[src/rtl/risc_ctrl_pkg.sv]
// Shared types and encodings for the risc_ctrl_seq control sequencer.
// Optional illegal-instruction trap: RISC_CTRL_ILLEGAL_TRAP_EN.
package risc_ctrl_pkg;

    typedef enum logic [4:0] {
        S_RST, S_IF1, S_IF2, S_UPD_PC, S_DECODE, S_WR_IMM, S_GET_A, S_GET_B,
        S_EXEC, S_WR_REG, S_MEM_ADDR, S_LD_ADDR, S_MEM_RD, S_MEM_WB,
        S_STR_B, S_STR_C, S_MEM_WR, S_HALT
    } state_t;

    // Instruction class captured in DECODE; steers the shared states later on.
    typedef enum logic [2:0] {
        EX_NONE, EX_IMM, EX_MOV, EX_ALU, EX_CMP, EX_LDR, EX_STR
    } exec_t;

    localparam logic [2:0] OPC_LDR  = 3'b011;
    localparam logic [2:0] OPC_STR  = 3'b100;
    localparam logic [2:0] OPC_ALU  = 3'b101;
    localparam logic [2:0] OPC_MOV  = 3'b110;
    localparam logic [2:0] OPC_HALT = 3'b111;

    localparam logic [1:0] OP_MOV_REG = 2'b00;
    localparam logic [1:0] OP_MOV_IMM = 2'b10;
    localparam logic [1:0] OP_CMP     = 2'b01;
    localparam logic [1:0] OP_MEM     = 2'b00;

    localparam logic [1:0] NSEL_RM = 2'b00;
    localparam logic [1:0] NSEL_RD = 2'b01;
    localparam logic [1:0] NSEL_RN = 2'b10;

    localparam logic [1:0] VSEL_C     = 2'b00;
    localparam logic [1:0] VSEL_PC    = 2'b01;
    localparam logic [1:0] VSEL_IMM   = 2'b10;
    localparam logic [1:0] VSEL_MDATA = 2'b11;

    localparam logic [1:0] MEM_NONE  = 2'b00;
    localparam logic [1:0] MEM_READ  = 2'b01;
    localparam logic [1:0] MEM_WRITE = 2'b10;

    function automatic exec_t exec_kind(input logic [2:0] opc, input logic [1:0] op);
        exec_t k;
        k = EX_NONE;
        case (opc)
            OPC_MOV: begin
                if (op == OP_MOV_IMM)      k = EX_IMM;
                else if (op == OP_MOV_REG) k = EX_MOV;
            end
            OPC_ALU: k = (op == OP_CMP) ? EX_CMP : EX_ALU;
            OPC_LDR: if (op == OP_MEM) k = EX_LDR;
            OPC_STR: if (op == OP_MEM) k = EX_STR;
            default: k = EX_NONE;
        endcase
        return k;
    endfunction

endpackage

[src/rtl/risc_ctrl_out.sv]
// Pure state-to-output decoder for risc_ctrl_seq; EXEC is refined by the
// registered instruction class, so outputs still depend on registers only.
module risc_ctrl_out
    import risc_ctrl_pkg::*;
(
    input  state_t     i_state,
    input  exec_t      i_exec,
    output logic       o_asel,
    output logic       o_bsel,
    output logic       o_loada,
    output logic       o_loadb,
    output logic       o_loadc,
    output logic       o_loads,
    output logic       o_write,
    output logic [1:0] o_nsel,
    output logic [1:0] o_vsel,
    output logic       o_load_ir,
    output logic       o_load_pc,
    output logic       o_reset_pc,
    output logic       o_load_addr,
    output logic       o_addr_sel,
    output logic [1:0] o_mem_cmd,
    output logic       o_halted
);

    always_comb begin
        o_asel      = 1'b0;
        o_bsel      = 1'b0;
        o_loada     = 1'b0;
        o_loadb     = 1'b0;
        o_loadc     = 1'b0;
        o_loads     = 1'b0;
        o_write     = 1'b0;
        o_nsel      = NSEL_RM;
        o_vsel      = VSEL_C;
        o_load_ir   = 1'b0;
        o_load_pc   = 1'b0;
        o_reset_pc  = 1'b0;
        o_load_addr = 1'b0;
        o_addr_sel  = 1'b0;
        o_mem_cmd   = MEM_NONE;
        o_halted    = 1'b0;
        case (i_state)
            S_RST:      begin o_reset_pc = 1'b1; o_load_pc = 1'b1; end
            S_IF1:      begin o_addr_sel = 1'b1; o_mem_cmd = MEM_READ; end
            S_IF2:      begin o_addr_sel = 1'b1; o_mem_cmd = MEM_READ; o_load_ir = 1'b1; end
            S_UPD_PC:   o_load_pc = 1'b1;
            S_WR_IMM:   begin o_nsel = NSEL_RN; o_vsel = VSEL_IMM; o_write = 1'b1; end
            S_GET_A:    begin o_nsel = NSEL_RN; o_loada = 1'b1; end
            S_GET_B:    begin o_nsel = NSEL_RM; o_loadb = 1'b1; end
            S_EXEC: begin
                o_loadc = (i_exec != EX_CMP);
                o_loads = (i_exec == EX_ALU) || (i_exec == EX_CMP);
                o_asel  = (i_exec == EX_MOV);
            end
            S_WR_REG:   begin o_nsel = NSEL_RD; o_vsel = VSEL_C; o_write = 1'b1; end
            S_MEM_ADDR: begin o_bsel = 1'b1; o_loadc = 1'b1; end
            S_LD_ADDR:  o_load_addr = 1'b1;
            S_MEM_RD:   o_mem_cmd = MEM_READ;
            S_MEM_WB: begin
                o_mem_cmd = MEM_READ;
                o_nsel    = NSEL_RD;
                o_vsel    = VSEL_MDATA;
                o_write   = 1'b1;
            end
            S_STR_B:    begin o_nsel = NSEL_RD; o_loadb = 1'b1; end
            S_STR_C:    begin o_asel = 1'b1; o_loadc = 1'b1; end
            S_MEM_WR:   o_mem_cmd = MEM_WRITE;
            S_HALT:     o_halted = 1'b1;
            default:    ;
        endcase
    end

endmodule

[src/rtl/risc_ctrl_seq.sv]
// Multi-cycle fetch/decode/execute sequencer for the RISC datapath.
// Define RISC_CTRL_ILLEGAL_TRAP_EN to halt (illegal=1) on unknown encodings.
module risc_ctrl_seq
    import risc_ctrl_pkg::*;
#(
    parameter int unsigned MEM_LAT = 1
) (
    input  logic       clk,
    input  logic       reset,
    input  logic [2:0] opcode,
    input  logic [1:0] op,
    output logic       asel,
    output logic       bsel,
    output logic       loada,
    output logic       loadb,
    output logic       loadc,
    output logic       loads,
    output logic       write,
    output logic [1:0] nsel,
    output logic [1:0] vsel,
    output logic       load_ir,
    output logic       load_pc,
    output logic       reset_pc,
    output logic       load_addr,
    output logic       addr_sel,
    output logic [1:0] mem_cmd,
    output logic       halted,
    output logic       illegal
);

    localparam logic [3:0] LAT_LAST = 4'(MEM_LAT - 1);

    state_t     r_state;
    state_t     w_next;
    exec_t      r_exec;
    exec_t      w_kind;
    logic [3:0] r_wait;
    logic       w_waiting;
    logic       w_wait_done;

    assign w_kind      = exec_kind(opcode, op);
    assign w_waiting   = (r_state == S_IF1) || (r_state == S_MEM_RD);
    assign w_wait_done = (r_wait == LAT_LAST);

    // Counter runs only in the two memory-wait states, so it is 0 on entry.
    always_ff @(posedge clk or negedge reset) begin
        if (!reset) begin
            r_state <= S_RST;
            r_wait  <= '0;
            r_exec  <= EX_NONE;
        end else begin
            r_state <= w_next;
            r_wait  <= (w_waiting && !w_wait_done) ? r_wait + 4'd1 : '0;
            if (r_state == S_DECODE) r_exec <= w_kind;
        end
    end

    always_comb begin
        w_next = r_state;
        case (r_state)
            S_RST:      w_next = S_IF1;
            S_IF1:      if (w_wait_done) w_next = S_IF2;
            S_IF2:      w_next = S_UPD_PC;
            S_UPD_PC:   w_next = S_DECODE;
            S_DECODE: begin
                case (w_kind)
                    EX_IMM:  w_next = S_WR_IMM;
                    EX_MOV:  w_next = S_GET_B;
                    EX_ALU, EX_CMP, EX_LDR, EX_STR: w_next = S_GET_A;
                    default: begin
                        if (opcode == OPC_HALT) w_next = S_HALT;
`ifdef RISC_CTRL_ILLEGAL_TRAP_EN
                        else                    w_next = S_HALT;
`else
                        else                    w_next = S_IF1;
`endif
                    end
                endcase
            end
            S_WR_IMM:   w_next = S_IF1;
            S_GET_A:    w_next = (r_exec == EX_LDR || r_exec == EX_STR) ? S_MEM_ADDR : S_GET_B;
            S_GET_B:    w_next = S_EXEC;
            S_EXEC:     w_next = (r_exec == EX_CMP) ? S_IF1 : S_WR_REG;
            S_WR_REG:   w_next = S_IF1;
            S_MEM_ADDR: w_next = S_LD_ADDR;
            S_LD_ADDR:  w_next = (r_exec == EX_LDR) ? S_MEM_RD : S_STR_B;
            S_MEM_RD:   if (w_wait_done) w_next = S_MEM_WB;
            S_MEM_WB:   w_next = S_IF1;
            S_STR_B:    w_next = S_STR_C;
            S_STR_C:    w_next = S_MEM_WR;
            S_MEM_WR:   w_next = S_IF1;
            S_HALT:     w_next = S_HALT;
            default:    w_next = S_RST;
        endcase
    end

`ifdef RISC_CTRL_ILLEGAL_TRAP_EN
    logic r_illegal;
    always_ff @(posedge clk or negedge reset) begin
        if (!reset) begin
            r_illegal <= 1'b0;
        end else if (r_state == S_DECODE && w_kind == EX_NONE && opcode != OPC_HALT) begin
            r_illegal <= 1'b1;
        end
    end
    assign illegal = r_illegal;
`else
    assign illegal = 1'b0;
`endif

    risc_ctrl_out u_out (
        .i_state     (r_state),
        .i_exec      (r_exec),
        .o_asel      (asel),
        .o_bsel      (bsel),
        .o_loada     (loada),
        .o_loadb     (loadb),
        .o_loadc     (loadc),
        .o_loads     (loads),
        .o_write     (write),
        .o_nsel      (nsel),
        .o_vsel      (vsel),
        .o_load_ir   (load_ir),
        .o_load_pc   (load_pc),
        .o_reset_pc  (reset_pc),
        .o_load_addr (load_addr),
        .o_addr_sel  (addr_sel),
        .o_mem_cmd   (mem_cmd),
        .o_halted    (halted)
    );

endmodule

[config.mk]
export PLATFORM = sky130hd
export DESIGN_NAME = risc_ctrl_seq
export DESIGN_NICKNAME = d
export VERILOG_FILES = /design/src/rtl/risc_ctrl_pkg.sv /design/src/rtl/risc_ctrl_out.sv /design/src/rtl/risc_ctrl_seq.sv
export SDC_FILE = /design/constraint.sdc
export NUM_CORES = 1
export LEC_CHECK = 0
export CORE_ASPECT_RATIO = 1.1
export CORE_MARGIN = 2
export CORE_UTILIZATION = 24
export DETAILED_ROUTE_END_ITERATION = 8
export DONT_BUFFER_PORTS = 1
export HOLD_SLACK_MARGIN = 0.08
export SYNTH_ARGS = -nofsm -noshare
export SYNTH_HDL_FRONTEND = slang
export SYNTH_SLANG_ARGS = --single-unit
[constraint.sdc]
create_clock -name clk -period 2.7 [get_ports clk]
set_input_delay 0 -clock clk [delete_from_list [all_inputs] [get_ports clk]]
set_output_delay 0 -clock clk [all_outputs]
set_load 0.005 [all_outputs]
==> metrics.md, run 1 <==
| Metric | Value |
|---|---|
| Area of the die | 5400 um2 |
| Crit-path cells | or3b_4, nand2b_4, o31ai_1, dlygate4sd3_1 |
| Ys async rst share | 100.0% |
| Worst Setup Start Kind | register |
| Core area | 4652 um2 |
| Pin count of the biggest net entering global routing | 20 |
| Predominant post-synthesis flop cell | dfrtp_1 |
| Avg Cell Area, Syn | 7.427 um2 |
| Worst Path Arrival | 2.33 ns |
| Crit path time final | 2.152 ns |
| Seq cells post-synth | 12 |
| Worst Path Max Fanout | 19 |
| Ant. Diodes | 0 |
| Core Util, Final | 28.13% |
| CTS buffer count | 3 |
| CP peak stage delay | 0.58 ns |
| Leakage power | 0.5014 nW |
| Clock tree buffer depth | 2 |
| Hold Violations, Final | 0 |
| Vias in the first global route | 1,055 |
| Maxcap violations | 0 |
| Most common cell after layout, fill and taps aside | nor2_1 |
| WP data required | 2.88 ns |
| Clock-pin slew on the worst setup and hold paths | 0.05 ns |
| Library cells used by synthesis | 49 |
| Mapped Cells | 156 |
| Worst skew pair latency | 0.24 ns |
| Post-synth EDFFs | 0 |
| CP Class | register to register |
| Buffers on Ports | 0 |
| Crit end category | register |
| HPWL after DPL | 2115 um |
| Status | completed |
| Cell area after synthesis | 1159 um2 |
| Most frequent cells in the layout | nor2_1, dfrtp_1, nand2_1, a21oi_1, nor3_1 |
| Core Rows | 26 |
| Die height | 76.87 um |
| Unrepaired setup endpoints after global routing | no |
| Area Growth Syn to Fin | 12.96% |
| Gpl congestion | 0.8214 |
| Detailed Route Iter0 Violations | 71 |
| Initial core utilization | 24.91% |
| Antenna violations before repair | 0 |
| CP bufs+invs | 1 |
| I/O pin count | 27 |
| Slew HR | 62.96% |
| Power per cell area | 865.9 nW/um2 |
| Share of post-route cells with drive strength above 1 | 8.333% |
| Clk sink count | 12 |
| Delay-heaviest family, CP | simple AND/OR/NAND/NOR gates |
| Period Utilization, post-route | 79.69% |
| H-tree levels | 1 |
| DRC Markers | 0 |
| First-pass GRT wire length | 4885 um |
| # setup viols final | 0 |
| Crit-path slowest cell | dfrtp_1 |
| Fmax | 464.8 MHz |
| Slew @ Worst Pin | 0.5538 ns |
| Seq/Total Area, Yosys | 25.92% |
| TritonCTS clock tree | built |
| Syn_nets | 165 |
| Worst Skew | 0.0005647 ns |
| Root buffer cell | clkbuf_8 |
| Grt total ovfl | 0 |
| Drt first pass iters | 4 |
| Wire length per cell | 13.68 um |
| Detailed-route vias per instance | 5.288 |
| Final antenna-violating net count | 0 |
| Vias | 1,121 |
| Setup_tns | 0 ns |
| Total GRT Usage | 11.11% |
| VDD IR max | 245.4 uV |
| Warnings, synthesis | 0 |
| Slew Limit Fails | 0 |
| Worst Hold Class | input pin to register |
| Die outline width | 70.25 um |
| Total wire length | 2901 um |
| Net count reported at finish | 166 |
## repair_timing
action,4_1_cts,5_1_grt
endpoints found under the setup margin,0,0
hold endpoints to repair,16,0
hold buffers,7,0
gates resized for setup,0,0
setup buffers,0,0
## routing by layer
layer	up-vias	part of all wire, %	GRT usage (%)
li1	555	-	-
met1	509	44	13.59
met2	53	48	17.64
met3	4	6.9	3.154
met4	0	1.2	5.577
met5	-	0	0
## where the power goes
part | internal (mW) | switching [mW] | leakage (nW)
clock | 0.129 | 0.0656 | 0.0288
sequential | 0.226 | 0.108 | 0.159
combinational | 0.262 | 0.344 | 0.314
## path summary, 6_finish.rpt
check                                start          to  slack [ns]  depth (start not counted)
worst max register to register  r_state[3]   r_exec[1]        0.55                          4
worst min register to register   r_wait[0]   r_wait[0]        0.48                          1
worst max-delay path            r_state[3]   r_exec[1]        0.55                          4
worst min-delay path                 op[1]   r_exec[0]        0.11                          3
max in group asynchronous            reset  r_state[3]        2.15                          1
min in group asynchronous            reset   r_wait[3]        0.19                          1
## cell usage after synthesis (2+ instances only)
master | count | share of area (%)
a21boi_0 | 3 | 1.9
a21oi_1 | 10 | 4.3
a31oi_1 | 2 | 1.1
buf_2 | 3 | 1.3
buf_4 | 2 | 1.3
clkbuf_1 | 8 | 2.6
dfrtp_1 | 12 | 26
ha_1 | 2 | 2.2
inv_1 | 5 | 1.6
nand2_1 | 10 | 3.2
nand2b_1 | 8 | 4.3
nand3_1 | 3 | 1.3
nand3b_1 | 2 | 1.3
nor2_1 | 22 | 7.1
nor2b_1 | 3 | 1.6
nor3_1 | 9 | 3.9
nor3b_1 | 2 | 1.3
nor4_1 | 4 | 2.2
nor4b_1 | 3 | 2.3
o21a_1 | 4 | 2.6
o21ai_0 | 5 | 2.2
o21ai_1 | 2 | 0.86
o31ai_1 | 2 | 1.3
or3_1 | 2 | 1.1
xnor2_1 | 2 | 1.5
xor2_1 | 3 | 2.3
## sequential cells by signal (all words and copies together), names as in the netlist
signal and flops:
r_wait 4, r_state 5, r_exec 3
## tightest hold or removal path, delay by kind of cell
family,cells,cell delay (ns)
compound gates,3,0.31
## through the flow
step / hold slack [ns] / setup slack, ns / instance area [um2] / total power, mW / cells
floorplan: -0.2956 / 1.110 / 1159 / 0.7998 / 156
global placement: -0.2951 / 0.8875 / 1184 / 0.9052 / 201
detailed placement: -0.2951 / 0.8966 / 1184 / 0.9045 / 201
CTS: 0.1067 / 0.5766 / 1309 / 1.136 / 212
global route: 0.1482 / 0.4104 / 1309 / 1.236 / 212
finish: 0.1061 / 0.5484 / 1309 / 1.133 / 212
## final cells by class
cell class	instances	area (um2)
clock buffer	4	55.05
fill	500	3343
inverter	5	18.77
multi-input combinational	124	764.5
sequential	12	300.3
tap	56	70.07
timing repair buffer	11	100.1
## logic make-up (layout without fill, tap and decap cells)
family / after synthesis / after routing / synth area share, %
and+or+nand+nor: 77 / 77 / 36.39
AOI/OAI and AO/OA: 38 / 38 / 22.46
muxes: 1 / 1 / 0.8640
other: 1 / 1 / 0.3237
DFF: 12 / 12 / 25.92
xor gates and xnor gates: 5 / 5 / 3.780
buffers and inverters: 20 / 20 / 8.098
adders and majority gates: 2 / 2 / 2.159
No activity file was read; power rests on OpenSTA's default activity.
==> run 2: changes to the inputs <==
Settings changed: ABC_AREA set to 1.
Clock period 2.7 ns to 2.1 ns, I/O delays scaled along.
==> run 2 against run 1 <==
Against the previous run: global-route usage is 0.29 points lower; sequential power is 19% higher; clock skew is 0.0026 ns higher; non-clock buffer count is 5 lower; wire length is 16% lower; sequential cell count stayed put; final cell count is 1.9% higher; fmax is 19% higher; cell area is 8.1% lower; worst setup slack worse by 0.26 ns; synthesized cell count is 1.3% lower; count of clock-buffer cells in the layout stayed put; critical endpoint is now r_state[4]; largest power group unchanged.
==> metrics.md, run 2 <==
| Metric | Value |
|---|---|
| Drt first pass iters | 4 |
| Most common cell after layout, fill and taps aside | nand2_1 |
| Crit end category | register |
| Area of the die | 4842 um2 |
| Worst skew pair latency | 0.24 ns |
| First-pass GRT wire length | 3960 um |
| Most instantiated library cell after synthesis | nand2_1 |
| Delay-heaviest family, CP | buffers and inverters |
| Most frequent cells in the layout | nand2_1, inv_1, nor2_1 |
| Worst Path Max Fanout | 10 |
| Seq/Total Area, Yosys | 29.09% |
| Worst Path Arrival | 1.98 ns |
| TritonCTS clock tree | built |
| DRC Markers | 0 |
| Warnings, synthesis | 0 |
| WP depth | 6 |
| Wire length per cell | 11.26 um |
| Setup WS post-layout | 0.2898 ns |
| Unrepaired setup endpoints after global routing | no |
| Leakage power | 0.6167 nW |
| Core area | 4223 um2 |
| Clock tree buffer depth | 2 |
| Area of the multi-input gates | 614.3 um2 |
| Cell depth of the worst flop-to-flop path | 6 |
| Net count reported at finish | 172 |
| Setup_tns | 0 ns |
| Period Utilization, post-route | 86.20% |
| Clk sink count | 12 |
| Slew HR | 64.64% |
| Area share of the largest cell type after synthesis | 29.09% |
| Total GRT Usage | 10.82% |
| Crit-path slowest cell | dlygate4sd3_1 |
| Worst Hold Class | input pin to register |
| WP data required | 2.27 ns |
| Critical Path End | r_state[4] |
| Post-synth EDFFs | 0 |
| Grt total ovfl | 0 |
| H-tree levels | 1 |
| Vias in the first global route | 878 |
| Worst r2r src | r_state[4] |
| Ys async rst share | 100.0% |
| Status | completed |
| Core Rows | 25 |
| Avg Cell Area, Syn | 6.703 um2 |
| Final Instance Area | 1202 um2 |
| Library cells used by synthesis | 31 |
| HPWL after DPL | 2039 um |
| Ant. Diodes | 0 |
| Slew @ Worst Pin | 0.5287 ns |
| Worst Skew | 0.003187 ns |
| CP peak stage delay | 0.58 ns |
| Reg2Reg Capture Point | r_state[4] |
| Share of post-route cells with drive strength above 1 | 17.90% |
| Buffers on Ports | 0 |
| Final antenna-violating net count | 0 |
| Predominant post-synthesis flop cell | dfrtp_1 |
| Fmax | 552.4 MHz |
| Die outline width | 66.53 um |
| Cell area after placement | 1087 um2 |
| Die height | 72.78 um |
| Maxcap violations | 0 |
| Gpl congestion | 0.8244 |
| Worst Setup Start Kind | register |
| Detailed Route Iter0 Violations | 76 |
| Crit-path cells | inv_2, nand3_2, nor2_4, nand4_1, dlygate4sd3_1, nand3_1 |
| CTS resizes | 0 |
| Synth area leader | dfrtp_1 |
| Core Util, Final | 28.47% |
| Pin count of the biggest net entering global routing | 13 |
| Reg2reg setup slack | 0.29 ns |
| Mapped Cells | 154 |
| Max reg flops | 5 |
| VDD IR max | 210.9 uV |
| DP Worst Slack | 0.6943 ns |
| Seq cells post-synth | 12 |
| Antenna violations before repair | 0 |
| FF/Latch Area | 300.3 um2 |
| Detailed-route vias per instance | 4.454 |
| Crit path time final | 1.810 ns |
| Vias | 962 |
| Worst setup path startpoint | r_state[4] |
| Biggest register | r_state |
| Clock-pin slew on the worst setup and hold paths | 0.05 ns |
| Power per cell area | 1057 nW/um2 |
| Total wire length | 2432 um |
| Root buffer cell | clkbuf_8 |
| Hold Violations, Final | 0 |
| I/O pin count | 27 |
| Ranking of synthesized cells by area | dfrtp_1, nand2_1, inv_1 |
| Fillers | 481 |
| Top post-synthesis cells by count | nand2_1, inv_1, nor2_1 |
| CP bufs+invs | 2 |
| Initial core utilization | 24.44% |
| Slew Limit Fails | 0 |
| Syn_nets | 163 |
| CTS buffer count | 3 |
| Cell area after synthesis | 1032 um2 |
| Area Growth Syn to Fin | 16.48% |
| # setup viols final | 0 |
| CP Class | register to register |
| Total Power | 1.271 mW |
| Largest regs | r_state (5), r_wait (4), r_exec (3) |
run 2: cell types whose count changed after synthesis, sizes merged, moves of 8 or more:
cell	delta
nand2	+24
inv	+22
nand3	+13
nor2	+10
nand2b	-9
clkbuf	-8
run 2: logic make-up (layout without fill, tap and decap cells):
kind of cell               after synthesis  count (layout)  synth area share (%)
buffers and inverters                   30              38                 11.39
adders and majority gates                2               2                 2.424
other                                    1               1                0.3633
xor gates and xnor gates                 2               2                 1.697
AOI/OAI and AO/OA                       13              13                 8.363
and+or+nand+nor                         94              94                 46.67
DFF                                     12              12                 29.09
run 2: worst reg2reg max path, cell delays in order (launching register included):
cell and delay, ns:
dfrtp_1 0.48, inv_2 0.18, nand3_2 0.11, nor2_4 0.22, nand4_1 0.11, dlygate4sd3_1 0.58, nand3_1 0.07
run 2: cell type report:
| type | instances | share of cell area [%] |
|---|---|---|
| Tap cell | 54 | 5.619 |
| Multi-Input combinational cell | 112 | 51.09 |
| Inverter | 28 | 8.741 |
| Clock buffer | 4 | 4.579 |
| Timing Repair Buffer | 6 | 4.995 |
| Sequential cell | 12 | 24.97 |
run 2: worst min path at each step:
| stage | start | endpoint | depth (start not counted) |
|---|---|---|---|
| finish | op[0] | r_exec[2] | 4 |
| detailed placement | reset | r_wait[3] | 0 |
| global placement | reset | r_wait[2] | 0 |
| floorplan | reset | r_exec[0] | 0 |
| global route | opcode[2] | r_exec[0] | 3 |
| CTS | op[0] | r_exec[2] | 4 |
run 2: routing by layer:
| metal | GRT usage [%] | vias to the layer above | wire (um) |
|---|---|---|---|
| met5 | 0 | - | 0 |
| met4 | 4.762 | 0 | 38 |
| met1 | 14.34 | 420 | 1139 |
| met2 | 16.89 | 31 | 1084 |
| met3 | 2.315 | 4 | 169 |
| li1 | - | 507 | - |
run 2: metrics by stage:
stage | hold slack [ns] | instances
after floorplan | -0.2956 | 154
after global placement | -0.2954 | 206
after detailed placement | -0.2954 | 206
after CTS | 0.08015 | 216
after global routing | 0.1177 | 216
final | 0.08466 | 216
run 2: repair_timing:
action                     4_1_cts  5_1_grt
setup buffers                    0        0
hold buffers                     6        0
setup endpoints to repair        0        0
hold endpoints to repair        16        0
run 2: where the power goes:
group	switching (mW)	internal (mW)
clock	0.0846	0.166
sequential	0.101	0.295
combinational	0.419	0.205
==> run 3: changes to the inputs <==
Settings changed: BUFFER_PORTS_ARGS set to -buffer_cell sky130_fd_sc_hd__buf_4, CTS_CLUSTER_DIAMETER set to 40, DONT_BUFFER_PORTS 1 to not set.
==> run 3 against run 2 <==
Against the previous run: sequential power is 2% higher; highest routed layer unchanged; non-clock buffer count is 20 higher; worst setup slack better by 0.16 ns; via count is 11% higher; combinational power is 22% higher; global-route usage is 0.22 points higher; sequential share of layout area is 2.6 points lower; critical path type is now register to output port; clock skew hardly changed; first-iteration DRC count is 29% lower; final cell count is 9.3% higher.
==> metrics.md, run 3 (same netlist as run 2, synthesis figures left out) <==
| Metric | Value |
|---|---|
| Status | completed |
| Worst Path Arrival | 1.65 ns |
| Area Growth Syn to Fin | 29.82% |
| Initial core utilization | 24.44% |
| Crit end category | output port |
| DRC Markers | 0 |
| HP Start | op[1] |
| Gpl congestion | 0.9232 |
| Drt first pass iters | 4 |
| Detailed-route vias per instance | 4.513 |
| Delay-heaviest family, CP | flip-flops |
| Crit path time final | 1.647 ns |
| Net count reported at finish | 192 |
| Antenna violations before repair | 0 |
| Crit-path cells | inv_2, nand2_2, nor2_1, nand2_1, a2111oi_2, buf_4 |
| Die height | 72.78 um |
| Vias | 1,065 |
| I/O pin count | 27 |
| Clock-pin slew on the worst setup and hold paths | 0.05 ns |
| VDD IR max | 336.6 uV |
| TritonCTS clock tree | built |
| Core Rows | 25 |
| Most frequent cells in the layout | nand2_1, buf_4, inv_1 |
| CTS buffer count | 3 |
| Vias in the first global route | 929 |
| Max reg flops | 5 |
| Worst r2r src | r_state[4] |
| Die outline width | 66.53 um |
| Wire length per cell | 10.42 um |
| H-tree levels | 1 |
| Clock tree buffer depth | 2 |
| Buffers on Ports | 25 |
| CP Class | register to output port |
| Unrepaired setup endpoints after global routing | no |
| FF/Latch Area | 300.3 um2 |
| Share of post-route cells with drive strength above 1 | 29.67% |
| Clk sink count | 12 |
| Hold Violations, Final | 0 |
| Total GRT Usage | 11.04% |
| Biggest register | r_state |
| Worst Setup Start Kind | register |
| Worst Hold Class | input pin to register |
| CP bufs+invs | 2 |
| WP data required | 2.10 ns |
| CP peak stage delay | 0.47 ns |
| Crit-path slowest cell | dfrtp_1 |
| Area of the die | 4842 um2 |
| Fillers | 460 |
| Total wire length | 2458 um |
| Root buffer cell | clkbuf_8 |
| Worst Path Max Fanout | 8 |
| Grt total ovfl | 0 |
| # setup viols final | 0 |
| Worst skew pair latency | 0.25 ns |
| HPWL after DPL | 2014 um |
| Pin count of the biggest net entering global routing | 13 |
| Fmax | 607.3 MHz |
| Worst Skew | 0.003565 ns |
| First-pass GRT wire length | 4105 um |
| Worst setup path startpoint | r_state[4] |
| Largest regs | r_state (5), r_wait (4), r_exec (3) |
| Most common cell after layout, fill and taps aside | nand2_1 |
| Maxcap violations | 0 |
| Core area | 4223 um2 |
| Power per cell area | 1064 nW/um2 |
| Setup_tns | 0 ns |
| Ant. Diodes | 0 |
| Total Power | 1.426 mW |
| Leakage power | 0.7314 nW |
| Final antenna-violating net count | 0 |
| Area of the multi-input gates | 614.3 um2 |
| Slew Limit Fails | 0 |
| Period Utilization, post-route | 78.41% |
| CTS resizes | 0 |
| Detailed Route Iter0 Violations | 54 |
-- run 3: changes by cell type in the layout (fill, tap and decap cells not counted) --
cell           before  now
dlygate4sd3_1       6    1
buf_4               0   25
-- run 3: what timing repair did --
item,in CTS,in global routing
hold buffers,1,0
setup buffers,0,0
endpoints found under the hold margin,12,0
-- run 3: per-layer routing --
layer  GRT usage (%)  routed length [um]
met5               0                   0
met4           6.576                  70
met3           1.389                 172
met2           15.22                1035
met1           16.24                1180
-- run 3: metrics by stage --
step	utilization [%]	instances	setup slack, ns	hold slack, ns	area (um2)
final	31.73	236	0.4533	0.09140	1340
after global routing	31.73	236	0.3377	0.1126	1340
after CTS	31.73	236	0.4488	0.08748	1340
after detailed placement	30.19	231	0.7172	-0.1492	1275
after global placement	30.19	231	0.6956	-0.1469	1275
after floorplan	-	154	0.8960	-0.2956	1032
-- run 3: cell type report --
type | instances | share of cell area [%]
multi-input combinational | 112 | 45.84
sequential | 12 | 22.41
timing repair buffer | 26 | 14.75
inverter | 28 | 7.843
tap | 54 | 5.042
clock buffer | 4 | 4.108
-- run 3: power breakdown --
part	switching, mW	leakage (nW)	internal (mW)
Combinational	0.447	0.547	0.318
Sequential	0.109	0.156	0.295
Clock	0.0918	0.0288	0.166
-- run 3: final timing paths --
check | to | slack, ns | depth (start not counted)
setup / recovery | loads | 0.45 | 6
hold / removal | r_exec[2] | 0.09 | 4
setup reg to reg | r_state[2] | 0.70 | 6
hold reg to reg | r_wait[0] | 0.48 | 1
max in group asynchronous | r_state[3] | 1.82 | 2
min in group asynchronous | r_state[0] | 0.12 | 2
-- run 3: worst register-to-register path, delay by kind of cell (launching register included) --
kind / cells / cell delay [ns]
simple gates: 4 / 0.50
flops: 1 / 0.49
compound gates: 1 / 0.15
buf+inv: 1 / 0.14
